[config.mk]
export PLATFORM = sky130hd
export DESIGN_NAME = cast_route_table_writer_flat
export DESIGN_NICKNAME = d
export VERILOG_FILES = /design/src/rtl/cast_route_table_writer_if.sv /design/src/rtl/cast_route_table_writer.sv /design/src/flat_wrapper.sv
export SDC_FILE = /design/constraint.sdc
export NUM_CORES = 1
export LEC_CHECK = 0
export CAP_MARGIN = 20
export CORE_MARGIN = 1.5
export CORE_UTILIZATION = 54
export CTS_CLUSTER_SIZE = 24
export DETAILED_ROUTE_END_ITERATION = 10
export PLACE_DENSITY = 0.71
export SLEW_MARGIN = 10
export SYNTH_ARGS = -nofsm -noshare
export SYNTH_HDL_FRONTEND = slang
export SYNTH_SLANG_ARGS = --single-unit
[constraint.sdc]
create_clock -name clk -period 11.1 [get_ports clk]
set_input_delay 2.775 -clock clk [delete_from_list [all_inputs] [get_ports clk]]
set_output_delay 2.775 -clock clk [all_outputs]
set_load 0.02 [all_outputs]
[src/rtl/cast_route_table_writer_if.sv]
// Configuration port bundle for cast_route_table_writer.
//   master : configuration-network endpoint (drives commands, consumes responses)
//   slave  : route table writer (accepts commands, returns completion status)
// Signals:
//   cfg_valid/cfg_ready  command handshake
//   cfg_op               00 WRITE, 01 DELETE, 10 CLEAR, 11 READ/illegal
//   cfg_sid, cfg_mask    target stream_id and output-VC mask
//   resp_valid           one-cycle completion pulse
//   resp_status          0 OK, 1 FULL, 2 NOT_FOUND, 3 ILLEGAL
//   resp_mask            readback mask (zero unless READ is built in)
interface cast_route_table_writer_if #(
  parameter int unsigned CN    = 5,
  parameter int unsigned SID_W = 10
);
  logic             cfg_valid;
  logic             cfg_ready;
  logic [1:0]       cfg_op;
  logic [SID_W-1:0] cfg_sid;
  logic [CN-1:0]    cfg_mask;
  logic             resp_valid;
  logic [1:0]       resp_status;
  logic [CN-1:0]    resp_mask;

  modport master (
    output cfg_valid, cfg_op, cfg_sid, cfg_mask,
    input  cfg_ready, resp_valid, resp_status, resp_mask
  );

  modport slave (
    input  cfg_valid, cfg_op, cfg_sid, cfg_mask,
    output cfg_ready, resp_valid, resp_status, resp_mask
  );
endinterface

[src/rtl/cast_route_table_writer.sv]
// Runtime writer for the multicast stream route table.
// Maintains DEPTH entries of {valid, stream_id, output-VC mask} updated by WRITE / DELETE /
// CLEAR commands, and provides the same stream_id -> candidateOutVC lookup that the
// router's cast stage uses.
// Ports:
//   clk             clock
//   rstn            synchronous reset, ACTIVE-HIGH despite its name
//   cfg             command/response bundle (cast_route_table_writer_if.slave)
//   entries_used    number of valid entries
//   stream_id       lookup key
//   candidateOutVC  lookup result (lowest-index valid match, else zero)
// Optional feature: define CAST_RT_READBACK_EN to make op 11 a READ returning the stored
// mask; otherwise op 11 completes with ILLEGAL and resp_mask stays zero.
module cast_route_table_writer #(
  parameter int unsigned CN    = 5,
  parameter int unsigned DEPTH = 32,
  parameter int unsigned SID_W = 10
) (
  input  logic                         clk,
  input  logic                         rstn,
  cast_route_table_writer_if.slave     cfg,
  output logic [$clog2(DEPTH+1)-1:0]   entries_used,
  input  logic [SID_W-1:0]             stream_id,
  output logic [CN-1:0]                candidateOutVC
);

  localparam int unsigned IW = $clog2(DEPTH);
  localparam int unsigned CW = $clog2(DEPTH + 1);
  localparam logic [IW-1:0] LastIdx = IW'(DEPTH - 1);

  localparam logic [1:0] OpWrite  = 2'b00;
  localparam logic [1:0] OpDelete = 2'b01;
  localparam logic [1:0] OpClear  = 2'b10;
  localparam logic [1:0] OpRead   = 2'b11;

  localparam logic [1:0] StatOk       = 2'd0;
  localparam logic [1:0] StatFull     = 2'd1;
  localparam logic [1:0] StatNotFound = 2'd2;
  localparam logic [1:0] StatIllegal  = 2'd3;

  localparam logic [1:0] StIdle   = 2'd0;
  localparam logic [1:0] StSearch = 2'd1;
  localparam logic [1:0] StCommit = 2'd2;
  localparam logic [1:0] StClear  = 2'd3;

`ifdef CAST_RT_READBACK_EN
  localparam logic ReadEn = 1'b1;
`else
  localparam logic ReadEn = 1'b0;
`endif

  // Table storage
  logic [DEPTH-1:0] tbl_valid_q;
  logic [SID_W-1:0] tbl_sid_q  [DEPTH];
  logic [CN-1:0]    tbl_mask_q [DEPTH];

  // Control state
  logic [1:0]       state_q, state_d;
  logic [IW-1:0]    idx_q, idx_d;
  logic [1:0]       op_q, op_d;
  logic [SID_W-1:0] cmd_sid_q, cmd_sid_d;
  logic [CN-1:0]    cmd_mask_q, cmd_mask_d;
  logic             match_q, match_d;
  logic [IW-1:0]    match_idx_q, match_idx_d;
  logic             free_q, free_d;
  logic [IW-1:0]    free_idx_q, free_idx_d;
  logic [CW-1:0]    count_q, count_d;
  logic             resp_valid_q, resp_valid_d;
  logic [1:0]       resp_status_q, resp_status_d;
  logic [CN-1:0]    resp_mask_q, resp_mask_d;

  // Single table write port; one entry per cycle keeps each update atomic
  logic             tbl_we;
  logic             tbl_wdata;
  logic [IW-1:0]    tbl_widx;
  logic             tbl_wvalid;

  logic             handshake;
  logic             entry_hit;
  logic [CN-1:0]    lookup_mask;

  assign cfg.cfg_ready   = (state_q == StIdle) && !rstn;
  assign handshake       = cfg.cfg_valid && cfg.cfg_ready;
  assign cfg.resp_valid  = resp_valid_q;
  assign cfg.resp_status = resp_status_q;
  assign cfg.resp_mask   = resp_mask_q;
  assign entries_used    = count_q;

  assign entry_hit = tbl_valid_q[idx_q] && (tbl_sid_q[idx_q] == cmd_sid_q);

  always_comb begin
    state_d       = state_q;
    idx_d         = idx_q;
    op_d          = op_q;
    cmd_sid_d     = cmd_sid_q;
    cmd_mask_d    = cmd_mask_q;
    match_d       = match_q;
    match_idx_d   = match_idx_q;
    free_d        = free_q;
    free_idx_d    = free_idx_q;
    count_d       = count_q;
    resp_valid_d  = 1'b0;
    resp_status_d = resp_status_q;
    resp_mask_d   = resp_mask_q;
    tbl_we        = 1'b0;
    tbl_wdata     = 1'b0;
    tbl_widx      = idx_q;
    tbl_wvalid    = 1'b0;

    unique case (state_q)
      StIdle: begin
        if (handshake) begin
          op_d       = cfg.cfg_op;
          cmd_sid_d  = cfg.cfg_sid;
          cmd_mask_d = cfg.cfg_mask;
          idx_d      = '0;
          match_d    = 1'b0;
          free_d     = 1'b0;
          if (cfg.cfg_op == OpClear) begin
            state_d = StClear;
          end else if (cfg.cfg_op == OpRead && !ReadEn) begin
            state_d = StCommit;
          end else begin
            state_d = StSearch;
          end
        end
      end

      StSearch: begin
        if (entry_hit) begin
          match_d     = 1'b1;
          match_idx_d = idx_q;
          state_d     = StCommit;
        end else begin
          if (!tbl_valid_q[idx_q] && !free_q) begin
            free_d     = 1'b1;
            free_idx_d = idx_q;
          end
          if (idx_q == LastIdx) begin
            state_d = StCommit;
          end else begin
            idx_d = idx_q + IW'(1);
          end
        end
      end

      StCommit: begin
        state_d      = StIdle;
        resp_valid_d = 1'b1;
        resp_mask_d  = '0;
        case (op_q)
          OpWrite: begin
            if (match_q) begin
              tbl_we        = 1'b1;
              tbl_wdata     = 1'b1;
              tbl_widx      = match_idx_q;
              tbl_wvalid    = 1'b1;
              resp_status_d = StatOk;
            end else if (free_q) begin
              tbl_we        = 1'b1;
              tbl_wdata     = 1'b1;
              tbl_widx      = free_idx_q;
              tbl_wvalid    = 1'b1;
              count_d       = count_q + CW'(1);
              resp_status_d = StatOk;
            end else begin
              resp_status_d = StatFull;
            end
          end
          OpDelete: begin
            if (match_q) begin
              tbl_we        = 1'b1;
              tbl_widx      = match_idx_q;
              tbl_wvalid    = 1'b0;
              count_d       = count_q - CW'(1);
              resp_status_d = StatOk;
            end else begin
              resp_status_d = StatNotFound;
            end
          end
          default: begin
            if (op_q == OpRead && ReadEn) begin
              resp_mask_d   = match_q ? tbl_mask_q[match_idx_q] : '0;
              resp_status_d = match_q ? StatOk : StatNotFound;
            end else begin
              resp_status_d = StatIllegal;
            end
          end
        endcase
      end

      StClear: begin
        tbl_we     = 1'b1;
        tbl_wvalid = 1'b0;
        if (idx_q == LastIdx) begin
          state_d       = StIdle;
          count_d       = '0;
          resp_valid_d  = 1'b1;
          resp_status_d = StatOk;
          resp_mask_d   = '0;
        end else begin
          idx_d = idx_q + IW'(1);
        end
      end

      default: state_d = StIdle;
    endcase
  end

  always_ff @(posedge clk) begin
    if (rstn) begin
      state_q       <= StIdle;
      idx_q         <= '0;
      op_q          <= OpWrite;
      cmd_sid_q     <= '0;
      cmd_mask_q    <= '0;
      match_q       <= 1'b0;
      match_idx_q   <= '0;
      free_q        <= 1'b0;
      free_idx_q    <= '0;
      count_q       <= '0;
      resp_valid_q  <= 1'b0;
      resp_status_q <= StatOk;
      resp_mask_q   <= '0;
    end else begin
      state_q       <= state_d;
      idx_q         <= idx_d;
      op_q          <= op_d;
      cmd_sid_q     <= cmd_sid_d;
      cmd_mask_q    <= cmd_mask_d;
      match_q       <= match_d;
      match_idx_q   <= match_idx_d;
      free_q        <= free_d;
      free_idx_q    <= free_idx_d;
      count_q       <= count_d;
      resp_valid_q  <= resp_valid_d;
      resp_status_q <= resp_status_d;
      resp_mask_q   <= resp_mask_d;
    end
  end

  always_ff @(posedge clk) begin
    if (rstn) begin
      tbl_valid_q <= '0;
    end else if (tbl_we) begin
      tbl_valid_q[tbl_widx] <= tbl_wvalid;
    end
  end

  // sid/mask need no reset: every read of them is qualified by the valid bit
  always_ff @(posedge clk) begin
    if (!rstn && tbl_we && tbl_wdata) begin
      tbl_sid_q[tbl_widx]  <= cmd_sid_q;
      tbl_mask_q[tbl_widx] <= cmd_mask_q;
    end
  end

  // Lowest index wins when several entries could match
  always_comb begin
    lookup_mask = '0;
    for (int i = int'(DEPTH) - 1; i >= 0; i--) begin
      if (tbl_valid_q[i] && tbl_sid_q[i] == stream_id) begin
        lookup_mask = tbl_mask_q[i];
      end
    end
  end

  assign candidateOutVC = rstn ? '0 : lookup_mask;

endmodule

[src/flat_wrapper.sv]
// flat-port wrapper written by rule: the top's interface ports become plain ports
module cast_route_table_writer_flat 
#(
  parameter int unsigned CN    = 5,
  parameter int unsigned DEPTH = 32,
  parameter int unsigned SID_W = 10
)
  (clk, rstn, entries_used, stream_id, candidateOutVC, cfg_cfg_valid, cfg_cfg_op, cfg_cfg_sid, cfg_cfg_mask, cfg_cfg_ready, cfg_resp_valid, cfg_resp_status, cfg_resp_mask);
  cast_route_table_writer_if #(.CN(CN), .SID_W(SID_W)) cfg_i ();
  input  logic clk;
  input  logic rstn;
  output logic [$clog2(DEPTH+1)-1:0] entries_used;
  input  logic [SID_W-1:0] stream_id;
  output logic [CN-1:0] candidateOutVC;
  input wire logic [$bits(cfg_i.cfg_valid)-1:0] cfg_cfg_valid;
  input wire logic [$bits(cfg_i.cfg_op)-1:0] cfg_cfg_op;
  input wire logic [$bits(cfg_i.cfg_sid)-1:0] cfg_cfg_sid;
  input wire logic [$bits(cfg_i.cfg_mask)-1:0] cfg_cfg_mask;
  output wire logic [$bits(cfg_i.cfg_ready)-1:0] cfg_cfg_ready;
  output wire logic [$bits(cfg_i.resp_valid)-1:0] cfg_resp_valid;
  output wire logic [$bits(cfg_i.resp_status)-1:0] cfg_resp_status;
  output wire logic [$bits(cfg_i.resp_mask)-1:0] cfg_resp_mask;
  assign cfg_i.cfg_valid = cfg_cfg_valid;
  assign cfg_i.cfg_op = cfg_cfg_op;
  assign cfg_i.cfg_sid = cfg_cfg_sid;
  assign cfg_i.cfg_mask = cfg_cfg_mask;
  assign cfg_cfg_ready = cfg_i.cfg_ready;
  assign cfg_resp_valid = cfg_i.resp_valid;
  assign cfg_resp_status = cfg_i.resp_status;
  assign cfg_resp_mask = cfg_i.resp_mask;
  cast_route_table_writer #(.CN(CN), .DEPTH(DEPTH), .SID_W(SID_W)) u_core (.clk(clk), .rstn(rstn), .cfg(cfg_i), .entries_used(entries_used), .stream_id(stream_id), .candidateOutVC(candidateOutVC));
endmodule
==> run metrics, run 1 <==
number of flops mapped to enable cells by yosys 480; maximum clock rate 0.101 GHz; GPL Wtd Cong 1.00; sequential power share 51.4%; DRC 0; post-synthesis cell type count 70; Die Ht 225 µm; ys async rst share 0%; DP Area 27800 µm²; skew final 0.0106 ns; NetSw 1050 µW; Post-DRT Antenna Nets 0; Ports 50; fin crit share 88.9%; Reg area 16100 µm²; CTS root buf clkbuf_16; Post-Syn Area 26700 µm²; multi-input combinational cell area 9880 µm²; top_reg_cell synth edfxtp_1; Skew-Pair Late Insertion Delay 0.64 ns; DR iter-0 viols 2643; GRT Total Usage 32.1%; Data arrival, critical path 7.09 ns; first-pass GRT wire length 117 mm; CP endpoint kind output pin; final worst slack 1.23 ns; # fillers 3812; Core Rows 81; DP Cell Count 2711; initial antenna violation count 4; DR WL/cell 28.8 µm; Hold Path Class reg2reg; post-CTS resize count 0; CTS Buffer Depth 3; Avg Inst Size Synth 13.1 µm²; Starting Density 54.6%; Fin Hold WS 0.457 ns; outcome complete, no violations; die footprint 50800 µm²; Required @ worst endpoint 8.33 ns; final hold vios 0; share of cells above drive strength 1 11.0%; postcts setup bufs 0; Pre-antenna DRT Iters 6; routed vias/inst 6.51; post-synthesis cell count 2039; Num Clock Sinks 562; # diodes 0; power per cell area 152 nW/µm²; Final Max Tran Viols 0; # setup viols final 0; clock slew at reported path FFs 0.06 ns; Finished Layout Cells 2817; CTS tree built; setup TNS 0 ns; Max-slew headroom 22.7%; NumNets Final 2144; PortBufs 44; Worst Tran Pin Value 1.16 ns; Worst IR Drop VDD 0.117 mV; vias in the first global route 17500; Post-CTS Hold Fix Bufs 0; Worst setup SP type input port; Die Wd 225 µm; synthesis-to-layout area growth 11.3%; Ys Warns 0; sequential fraction of the synthesis area 60.2%; H-tree Lvls 2; Leakage Power 0.00913 µW; Max-cap violations 0; RSZ-0062 raised after global routing false; share of total power in the clock network 42.7%; total number of vias 18300; DP HPWL 55.4 mm; largest net degree at the start of global routing 107; DP Worst Slack 1.34 ns; core area 48800 µm²; total CTS buffers 58; total grt overflow 0; WL final 81.3 mm; Crit Path Max Fanout 22; Internal 3470 µW; Combinational Power Share 5.9%; Period minus WS final 9.87 ns; switching share of total power 23.2%; number of synthesized register bits 562; design area 29700 µm²; CP Class in2out
## cell families (layout without fill, tap and decap cells)
group / after synthesis / after routing / synth area share, %
mux: 167 / 167 / 8.15
flops: 562 / 562 / 60.2
buf+inv: 138 / 248 / 2.90
fa+ha+maj: 6 / 6 / 0.309
simple gates: 519 / 519 / 9.47
compound gates: 312 / 312 / 8.04
xor+xnor: 334 / 334 / 11.0
other cells: 1 / 5 / 0.0141
## per-stage QoR
stage,utilization [%],power (µW)
global route,60.8,4620
detailed placement,57.0,2630
finish,60.8,4520
CTS,60.8,4530
floorplan,-,2540
global placement,57.0,2630
## area by class of cell
cell class	count	area share, %
flip-flops and latches	562	54.1
multi-input cells	1343	33.3
clock buffers	64	4.96
repair buffers	119	3.27
well taps	664	2.80
clock inverters	41	1.31
inverters	24	0.303
## flip-flops by register name, indices dropped and copies added (netlist names), named ones only
register	flops
u_core.cmd_sid_q	10
u_core.match_idx_q	5
u_core.cmd_mask_q	5
u_core.tbl_sid_q	320
u_core.cfg.resp_valid	1
u_core.state_q	2
u_core.op_q	2
u_core.idx_q	5
u_core.free_idx_q	5
u_core.free_q	1
u_core.match_q	1
u_core.tbl_mask_q	160
u_core.entries_used	6
u_core.cfg.resp_status	2
u_core.tbl_valid_q	32
## critical path, stage by stage
cell and delay (ns):
buf_2 0.66, xnor2_1 0.19, nand4_1 0.36, nor3_1 0.64
nor2_1 0.12, nand2_1 0.19, nor3b_1 0.12, a21oi_1 0.17
a31oi_1 0.10, or4b_1 0.57, a21oi_1 0.29, a2bb2oi_1 0.23
clkdlybuf4s50_1 0.63
## path summary, 6_finish.rpt
check / cells past startpoint / startpoint / slack [ns] / endpoint
setup / recovery: 13 / stream_id[4] / 1.23 / candidateOutVC[2]
hold / removal: 2 / u_core.cfg.resp_status[0]$_SDFFE_PP0P_ / 0.46 / u_core.cfg.resp_status[0]$_SDFFE_PP0P_
setup reg to reg: 11 / register / 6.17 / u_core.idx_q[1]$_SDFFE_PP0P_
hold reg to reg: 2 / u_core.cfg.resp_status[0]$_SDFFE_PP0P_ / 0.46 / u_core.cfg.resp_status[0]$_SDFFE_PP0P_
## per-layer routing
| layer | routed length (µm) | share of wire (%) | up-vias | track usage (%) |
|---|---|---|---|---|
| li1 | - | - | 7846 | - |
| met4 | 3860 | 4.8 | 6 | 14.3 |
| met2 | 36300 | 45 | 1155 | 48.5 |
| met1 | 32000 | 39 | 9096 | 44.9 |
| met5 | 42 | 0.052 | - | 0 |
| met3 | 9110 | 11 | 222 | 6.81 |
## cells in the final DEF (no fill, tap or decap), drive strengths merged, types with 27 or more instances in the layout
cell,n
dfxtp,82
a211oi,37
nor2,127
clkinv,27
buf,85
nor3,53
nand3,51
a22oi,54
mux2i,125
xnor2,311
mux4,40
nand2,127
clkbuf,65
clkdlybuf4s50,33
edfxtp,480
o21ai,42
a21oi,72
nand4,83
## cells in the mapped netlist (6+ instances only)
cell type / instances / area, µm²
edfxtp_1: 480 / 14400
xnor2_1: 311 / 2720
nand2_1: 127 / 477
nor2_1: 126 / 473
mux2i_1: 125 / 1250
nand4_1: 83 / 519
dfxtp_1: 82 / 1640
a21oi_1: 72 / 360
a22oi_1: 54 / 405
nand3_1: 51 / 255
nor3_1: 50 / 250
o21ai_0: 41 / 205
mux4_2: 40 / 901
clkbuf_1: 39 / 146
a211oi_1: 37 / 278
buf_2: 33 / 165
buf_4: 23 / 173
inv_1: 23 / 86.3
xor2_1: 23 / 201
buf_6: 17 / 191
nor4_1: 17 / 106
o211ai_1: 13 / 97.6
o31ai_1: 13 / 97.6
a22o_1: 12 / 105
nand2b_1: 11 / 68.8
or3_1: 10 / 62.6
and2_1: 9 / 56.3
and3_1: 9 / 56.3
o221ai_1: 9 / 78.8
a221oi_1: 7 / 61.3
a31oi_1: 6 / 37.5
nand3b_1: 6 / 45.0
nor2b_1: 6 / 37.5
## power by group through the flow
stage / combinational [µW] / clock (µW) / sequential, µW
final: 268 / 1930 / 2320
after global routing: 280 / 2020 / 2320
after CTS: 264 / 1940 / 2320
after detailed placement: 263 / 0 / 2370
after global placement: 258 / 0 / 2370
after floorplan: 153 / 0 / 2380
(Power assumes the default switching activity.)
==> inputs of run 2 (changes only) <==
Settings changed: CAP_MARGIN 20 to 10.
==> run 2 against run 1 <==
Net effect: largest cell class unchanged; final area barely moved; highest routed layer unchanged; register-to-register slack got worse by 0.05 ns; sequential share of layout area barely moved; die area did not move; total power barely moved; critical path depth did not move; hold slack barely moved; via count barely moved; critical path type unchanged.
==> run metrics, run 2 (synthesis gave the netlist of run 1 again) <==
final worst slack 1.23 ns; clock slew at reported path FFs 0.06 ns; crit-path most repeated cell a21oi_1; CP Class in2out; crit path capture candidateOutVC[2]; Worst IR Drop VDD 0.117 mV; DP HPWL 55.4 mm; Period minus WS final 9.87 ns; Die Wd 225 µm; Max-cap violations 0; Ports 50; synthesis-to-layout area growth 11.3%; Data arrival, critical path 7.10 ns; vias in the first global route 17500; sequential power share 51.4%; share of total power in the clock network 42.7%; setup TNS 0 ns; switching share of total power 23.1%; max reg flops 320; NumNets Final 2143; Slowest-stage cell, CP nor3_1; RSZ-0062 raised after global routing false; Combinational Power Share 5.9%; CP endpoint kind output pin; total CTS buffers 58; Reg with most FFs u_core.tbl_sid_q; Post-DRT Antenna Nets 0; worst path bufs/invs 2; worst path cell trace buf_2 > xnor2_1 > nand4_1 > nor3_1 > nor2_1 > nand2_1 > nor3b_1 > a21oi_1 > a31oi_1 > or4b_1 > a21oi_1 > a2bb2oi_1 > clkdlybuf4s50_1; skew final 0.0130 ns; Skew-Pair Late Insertion Delay 0.64 ns; Leakage Power 0.00912 µW; total number of vias 18300; Starting Density 54.6%; initial antenna violation count 4; Required @ worst endpoint 8.33 ns; GRT Total Usage 32.1%; share of cells above drive strength 1 11.0%; Final Max Tran Viols 0; outcome complete, no violations; Worst setup SP type input port; PortBufs 44; R2R cell count 11; Core Rows 81; GPL Wtd Cong 1.00; DR iter-0 viols 2838; DP Cell Count 2711; Num Clock Sinks 562; # diodes 0; CTS Buffer Depth 3; power per cell area 152 nW/µm²; # setup viols final 0; DR WL/cell 28.9 µm; Die Ht 225 µm; core area 48800 µm²; Max-slew headroom 14.5%; total grt overflow 0; Finished Layout Cells 2816; Crit path largest cell delay 0.65 ns; fin crit share 88.9%; instance count on the critical path 13; Pre-antenna DRT Iters 5; most common cell after layout, fill and taps aside edfxtp_1; Hold Path Class reg2reg; die footprint 50800 µm²; CTS tree built; Worst Tran Pin Value 1.27 ns; DP Worst Slack 1.34 ns; Reg2Reg Setup Slack 6.12 ns; CTS root buf clkbuf_16; Internal 3470 µW; NetSw 1050 µW; Largest regs u_core.tbl_sid_q x320, u_core.tbl_mask_q x160, u_core.tbl_valid_q x32; commonest cells after routing, fill and taps aside edfxtp_1, xnor2_1, nand2_1; DRC 0; post-CTS resize count 0; maximum clock rate 0.101 GHz; final hold vios 0; Crit Path Max Fanout 22; H-tree Lvls 2; largest net degree at the start of global routing 107; WL final 81.3 mm; Worst R2R End u_core.idx_q[1]$_SDFFE_PP0P_; Post-CTS Hold Fix Bufs 0; routed vias/inst 6.51; first-pass GRT wire length 117 mm; postcts setup bufs 0; Crit path max-delay family simple AND/OR/NAND/NOR gates; Crit. Startpoint stream_id[4]
-- run 2: worst reg2reg max path, cell delays in order (launching register included) --
cell	delay [ns]
dfxtp_4	0.66
buf_12	0.57
mux2i_1	0.54
a22oi_1	0.20
and3_1	0.25
a31oi_1	0.55
nand3_1	0.18
xor2_1	0.18
or4_1	0.51
nor4_1	0.71
a2111oi_0	0.22
a31o_2	0.29
-- run 2: layout make-up --
cell class | instances | area (µm²)
clock buffer | 64 | 1470
clock inverter | 41 | 390
fill | 3813 | 19200
inverter | 24 | 90.1
multi-input combinational | 1343 | 9880
sequential | 562 | 16100
tap | 664 | 831
timing repair buffer | 118 | 966
-- run 2: metrics by stage --
step / util (%) / power [µW] / hold slack (ns) / cell area (µm²)
2_1_floorplan: - / 2540 / 0.458 / 26700
3_3_place_gp: 57.0 / 2630 / 0.443 / 27800
3_5_place_dp: 57.0 / 2630 / 0.451 / 27800
4_1_cts: 60.8 / 4530 / 0.459 / 29700
5_1_grt: 60.8 / 4620 / 0.490 / 29700
6_report: 60.8 / 4520 / 0.457 / 29700
-- run 2: power by group through the flow --
stage	combinational, µW	sequential (µW)	clock (µW)
after CTS	264	2320	1940
after global routing	280	2320	2020
after detailed placement	263	2370	0
after floorplan	153	2380	0
after global placement	258	2370	0
final	267	2320	1930
-- run 2: metal layers --
metal | up-vias | GRT usage [%] | wire length, µm
met5 | - | 0 | 42
met4 | 6 | 14.3 | 3760
met3 | 218 | 6.81 | 9290
met2 | 1155 | 48.5 | 36400
met1 | 9111 | 44.9 | 31800
li1 | 7842 | - | -
-- run 2: worst min-delay path by stage --
stage | to | depth (start not counted) | startpoint | slack, ns
4_1_cts | u_core.cfg.resp_status[0]$_SDFFE_PP0P_ | 2 | u_core.cfg.resp_status[0]$_SDFFE_PP0P_ | 0.46
2_1_floorplan | u_core.free_idx_q[4]$_SDFFE_PP0P_ | 2 | u_core.free_idx_q[4]$_SDFFE_PP0P_ | 0.46
6_report | u_core.cfg.resp_status[0]$_SDFFE_PP0P_ | 2 | u_core.cfg.resp_status[0]$_SDFFE_PP0P_ | 0.46
3_3_place_gp | u_core.cfg.resp_status[0]$_SDFFE_PP0P_ | 2 | u_core.cfg.resp_status[0]$_SDFFE_PP0P_ | 0.44
3_5_place_dp | u_core.cfg.resp_status[0]$_SDFFE_PP0P_ | 2 | u_core.cfg.resp_status[0]$_SDFFE_PP0P_ | 0.45
5_1_grt | u_core.cfg.resp_status[1]$_SDFFE_PP0P_ | 2 | u_core.cfg.resp_status[1]$_SDFFE_PP0P_ | 0.49
==> edit 1 (settings of run 1) <==
Make the reset (`rstn`) asynchronous in 2 clocked blocks. Comments in the files are not updated.
--- a/src/rtl/cast_route_table_writer.sv
+++ b/src/rtl/cast_route_table_writer.sv
@@ -207,7 +207,7 @@
     endcase
   end
 
-  always_ff @(posedge clk) begin
+  always_ff @(posedge clk or posedge rstn) begin
     if (rstn) begin
       state_q       <= StIdle;
       idx_q         <= '0;
@@ -239,7 +239,7 @@
     end
   end
 
-  always_ff @(posedge clk) begin
+  always_ff @(posedge clk or posedge rstn) begin
     if (rstn) begin
       tbl_valid_q <= '0;
     end else if (tbl_we) begin
Behaviour: differs if rstn is asserted again (counterexample within 4 cycles, from zero or initial values and one cycle with rstn high); with rstn held inactive, the same outputs for 4 cycles.
==> edit 1 against run 1 <==
Utilization is 0.39 points higher. Routed wire length is 5.0% higher. Area after synthesis is 0.97% higher. Global-route usage is 1.7 points higher. Sequential cell count is 5 lower. Worst setup slack better by 120 ps. Register-to-register slack better by 110 ps. Cell area is 1.1% higher. Largest cell class unchanged.
Power is not compared: it rests on default switching activity, and its combinational part moved more than twofold at a synthesized area within 25%.
==> edit 1: results (changes against run 1) <==
metric,value,unit,change
post-synthesis sequential area ratio,0.606,,+0.00480
CP startpoint,stream_id[6],,
met2 Use GR,0.484,,-0.000900
placed insts,2663,,-1.8%
Top Layer Used,met4,,
non-clock buffer count,123,,+3.4%
outcome,finished clean,,
global routing met3 resource utilization,0.0867,,+0.0186
Worst Skew,30.6,ps,+20.0 ps
fin nets,2095,,-2.3%
Area contributors post-synth,"edfxtp_1 53%, xnor2_1 10%, dfrtp_1 7.2%",,
GRT Total Usage,0.338,,+0.0166
drt total wl,85300,um,+5.0%
Signal buf overhead,0.0334,,+0.000742
metal1 wirelength,34500,um,+8.0%
setup ws final,1360,ps,+122 ps
CP endpoint,candidateOutVC[3],,
Fill cells,3819,,+0.18%
Min-Delay Endpoint,u_core.cfg.resp_status[1],,
Inverters excl. clock,18,,-25%
first-pass GRT wire length,123000,um,+4.7%
number of DRC markers in iteration 0,2705,,+2.3%
grt met1 use,0.490,,+0.0415
R2R depth,10,,-1
WL met2,36600,um,+0.75%
Synth top cells by count,"480 x edfxtp_1, 309 x xnor2_1, 152 x nand2_1",,
via count,18200,,-0.74%
Worst-Margin Slew,1120,ps,-42.5 ps
reg2reg end,u_core.idx_q[1],,
Sequential cell area,0.0163,sq mm,+1.8%
average cell area after synthesis,13.6,sq um,+4.0%
n_diodes,1,,+1
largest net degree at the start of global routing,78,,-27%
wire per inst,30.8,um,+6.8%
hpwl dp,58600,um,+5.6%
-- edit 1: changes by cell type in the layout (fill, tap and decap cells not counted), moves of 15 or more --
cell      change
dfxtp_1      -80
mux2_2       +37
a211oi_1     -34
nor3_1       -15
a21oi_1      -34
dfrtp_1      +76
nor2_1       -21
nand2_1      +25
-- edit 1: cell families (layout without fill, tap and decap cells) --
family	Yosys count	after routing	synth area share
DFF	557	557	0.606
and+or+nand+nor	528	528	0.0968
adders and majority gates	7	7	0.00353
muxes	199	199	0.0963
AOI/OAI and AO/OA	232	232	0.0619
other	1	6	0.000139
xor gates and xnor gates	331	331	0.108
buffers and inverters	125	246	0.0273
-- edit 1: power breakdown --
group          internal [mW]  switching (mW)  total, mW
clock                   1.10           0.822       1.93
sequential              2.64           0.127       2.77
combinational          0.637            1.38       2.02
-- edit 1: worst min-delay path, delay by kind of cell (launching register included) --
kind / cells / cell delay, ps
simple gates: 1 / 50
flops: 1 / 340
compound gates: 1 / 60
==> edit 2 (flow settings as in run 1) <==
Made on the original files. `CN` is set to 5 in 3 places; all go to 10.
--- a/src/rtl/cast_route_table_writer_if.sv
+++ b/src/rtl/cast_route_table_writer_if.sv
@@ -9,7 +9,7 @@
 //   resp_status          0 OK, 1 FULL, 2 NOT_FOUND, 3 ILLEGAL
 //   resp_mask            readback mask (zero unless READ is built in)
 interface cast_route_table_writer_if #(
-  parameter int unsigned CN    = 5,
+  parameter int unsigned CN    = 10,
   parameter int unsigned SID_W = 10
 );
   logic             cfg_valid;
--- a/src/rtl/cast_route_table_writer.sv
+++ b/src/rtl/cast_route_table_writer.sv
@@ -12,7 +12,7 @@
 // Optional feature: define CAST_RT_READBACK_EN to make op 11 a READ returning the stored
 // mask; otherwise op 11 completes with ILLEGAL and resp_mask stays zero.
 module cast_route_table_writer #(
-  parameter int unsigned CN    = 5,
+  parameter int unsigned CN    = 10,
   parameter int unsigned DEPTH = 32,
   parameter int unsigned SID_W = 10
 ) (
--- a/src/flat_wrapper.sv
+++ b/src/flat_wrapper.sv
@@ -1,7 +1,7 @@
 // flat-port wrapper written by rule: the top's interface ports become plain ports
 module cast_route_table_writer_flat 
 #(
-  parameter int unsigned CN    = 5,
+  parameter int unsigned CN    = 10,
   parameter int unsigned DEPTH = 32,
   parameter int unsigned SID_W = 10
 )
Ports: changed (resized candidateOutVC, cfg_cfg_mask and cfg_resp_mask); port bits go from 50 to 65. The function was not compared with the original's and may differ.
==> edit 2 against run 1 <==
Clock power increased by 31%. Worst setup slack gained 62 ps. First-iteration DRC count rose by 15%. Utilization rose by 0.069 points. Sequential share of layout area is 1.8 points higher. Fmax is 0.63% higher. Routed wire length grew 23%. Area after synthesis up 26%. Power increased by 31%. Hold slack gained 17 ps. Critical endpoint is now candidateOutVC[6]. Critical path type unchanged. Cell area up 26%. Sequential power rose by 31%. Sequential cell count is 165 higher.
==> edit 2: results (changes against run 1) <==
metric,value,unit,change
outcome,finished clean,,
Period minus WS final,9800,ps,-62.0 ps
GPL Wtd Cong,1.00,,-0.39%
Worst path max stage delay,690,ps,+30 ps
number of DRC markers in iteration 0,3042,,+15%
CTS H-Tree Depth,3,,+1
Post-synth EDFFs,640,,+33%
fraction of the mapped netlist area in adder cells,0.00245,,-0.000644
n_diodes,0,,unchanged
WP data arrival,7030,ps,-60 ps
drt total wl,99800,um,+23%
layout cells sized above 1,0.133,,+0.0229
post-synthesis sequential area ratio,0.622,,+0.0204
Worst-Margin Slew,1030,ps,-127 ps
GRT Total Usage,0.312,,-0.00872
hpwl dp,68600,um,+24%
clk_lat worst skew,650,ps,
post-synth cell types,91,,+30%
Peak VDD IR,121,uV,+3.4%
Largest regs,"u_core.tbl_mask_q: 320 flops, u_core.tbl_sid_q: 320 flops, u_core.tbl_valid_q: 32 flops",,
Clock Path Buffers,3,,unchanged
CTS Buf Count,76,,+31%
via count,22600,,+23%
Ys Warns,0,,unchanged
mux share of post-synthesis cell area,0.0639,,-0.0176
largest net degree at the start of global routing,64,,-40%
Pre-Repair DR Iteration Count,6,,unchanged
PortBufs,54,,+23%
initial antenna violation count,3,,-1
Synth top cells by count,"640 x edfxtp_1, 313 x xnor2_1, 140 x nand2_1",,
fin nets,2595,,+21%
Vias/cell,6.54,,+0.54%
first-pass GRT wire length,144000,um,+23%
XOR/XNOR Fraction of Synth Area,0.0881,,-0.0215
Synth async-reset ratio,0,,unchanged
Critical-path top delay cell,clkdlybuf4s50_1,,
Post-CTS Setup Bufs,0,,unchanged
leakage,11.6,nW,+27%
post-synthesis compound-gate area fraction,0.0863,,+0.00597
vias in the first global route,21600,,+23%
Fill cells,4727,,+24%
critical path's top delay family,buffers and inverters,,
top_reg_cell synth,edfxtp_1,,
Critical Path Fanout Max,18,,-18%
Worst Skew,31.0,ps,+20.4 ps
Area contributors post-synth,"edfxtp_1 57%, xnor2_1 8.1%, dfxtp_1 5.2%",,
"Cell Area, Placed",0.0350,sq mm,+26%
## edit 2: worst paths after layout
kind                        startpoint                   endpoint  slack (ps)
min reg2reg  u_core.cfg.resp_status[0]  u_core.cfg.resp_status[0]         470
max                       stream_id[7]          candidateOutVC[6]        1300
min          u_core.cfg.resp_status[0]  u_core.cfg.resp_status[0]         470
max reg2reg                       flop                       flop        6410
## edit 2: metrics by stage
stage / util / setup WS [ps] / power [mW] / std cells
after global routing: 0.609 / 1210 / 6.08 / 3454
final: 0.609 / 1300 / 5.94 / 3454
after floorplan: - / 3090 / 3.35 / 2471
after global placement: 0.566 / 1380 / 3.46 / 3300
after detailed placement: 0.567 / 1400 / 3.47 / 3304
after CTS: 0.607 / 1400 / 5.95 / 3445
## edit 2: power by group
group          switching, mW  leakage [nW]  internal (mW)  total (mW)
combinational          0.243          3.88          0.131       0.374
sequential            0.0315          6.57           3.01        3.04
clock                   1.10          1.19           1.43        2.53
## edit 2: area by class of cell
cell class	count	share of cell area
sequential	727	0.558
multi-input combinational	1581	0.313
clock buffer	104	0.0545
timing repair buffer	140	0.0325
tap	837	0.0279
clock inverter	37	0.0109
inverter	28	0.00280
## edit 2: routing by layer
layer / track usage / wire [um] / up-vias
li1: - / - / 9662
met1: 0.438 / 40300 / 11400
met2: 0.485 / 45600 / 1322
met3: 0.0605 / 9770 / 219
met4: 0.122 / 4030 / 2
met5: 0 / 12 / -
## edit 2: tightest hold or removal path: cells and delay by family (launching register included)
kind | cells | cell delay [ps]
DFF | 1 | 310
and+or+nand+nor | 1 | 60
AOI/OAI and AO/OA | 1 | 50
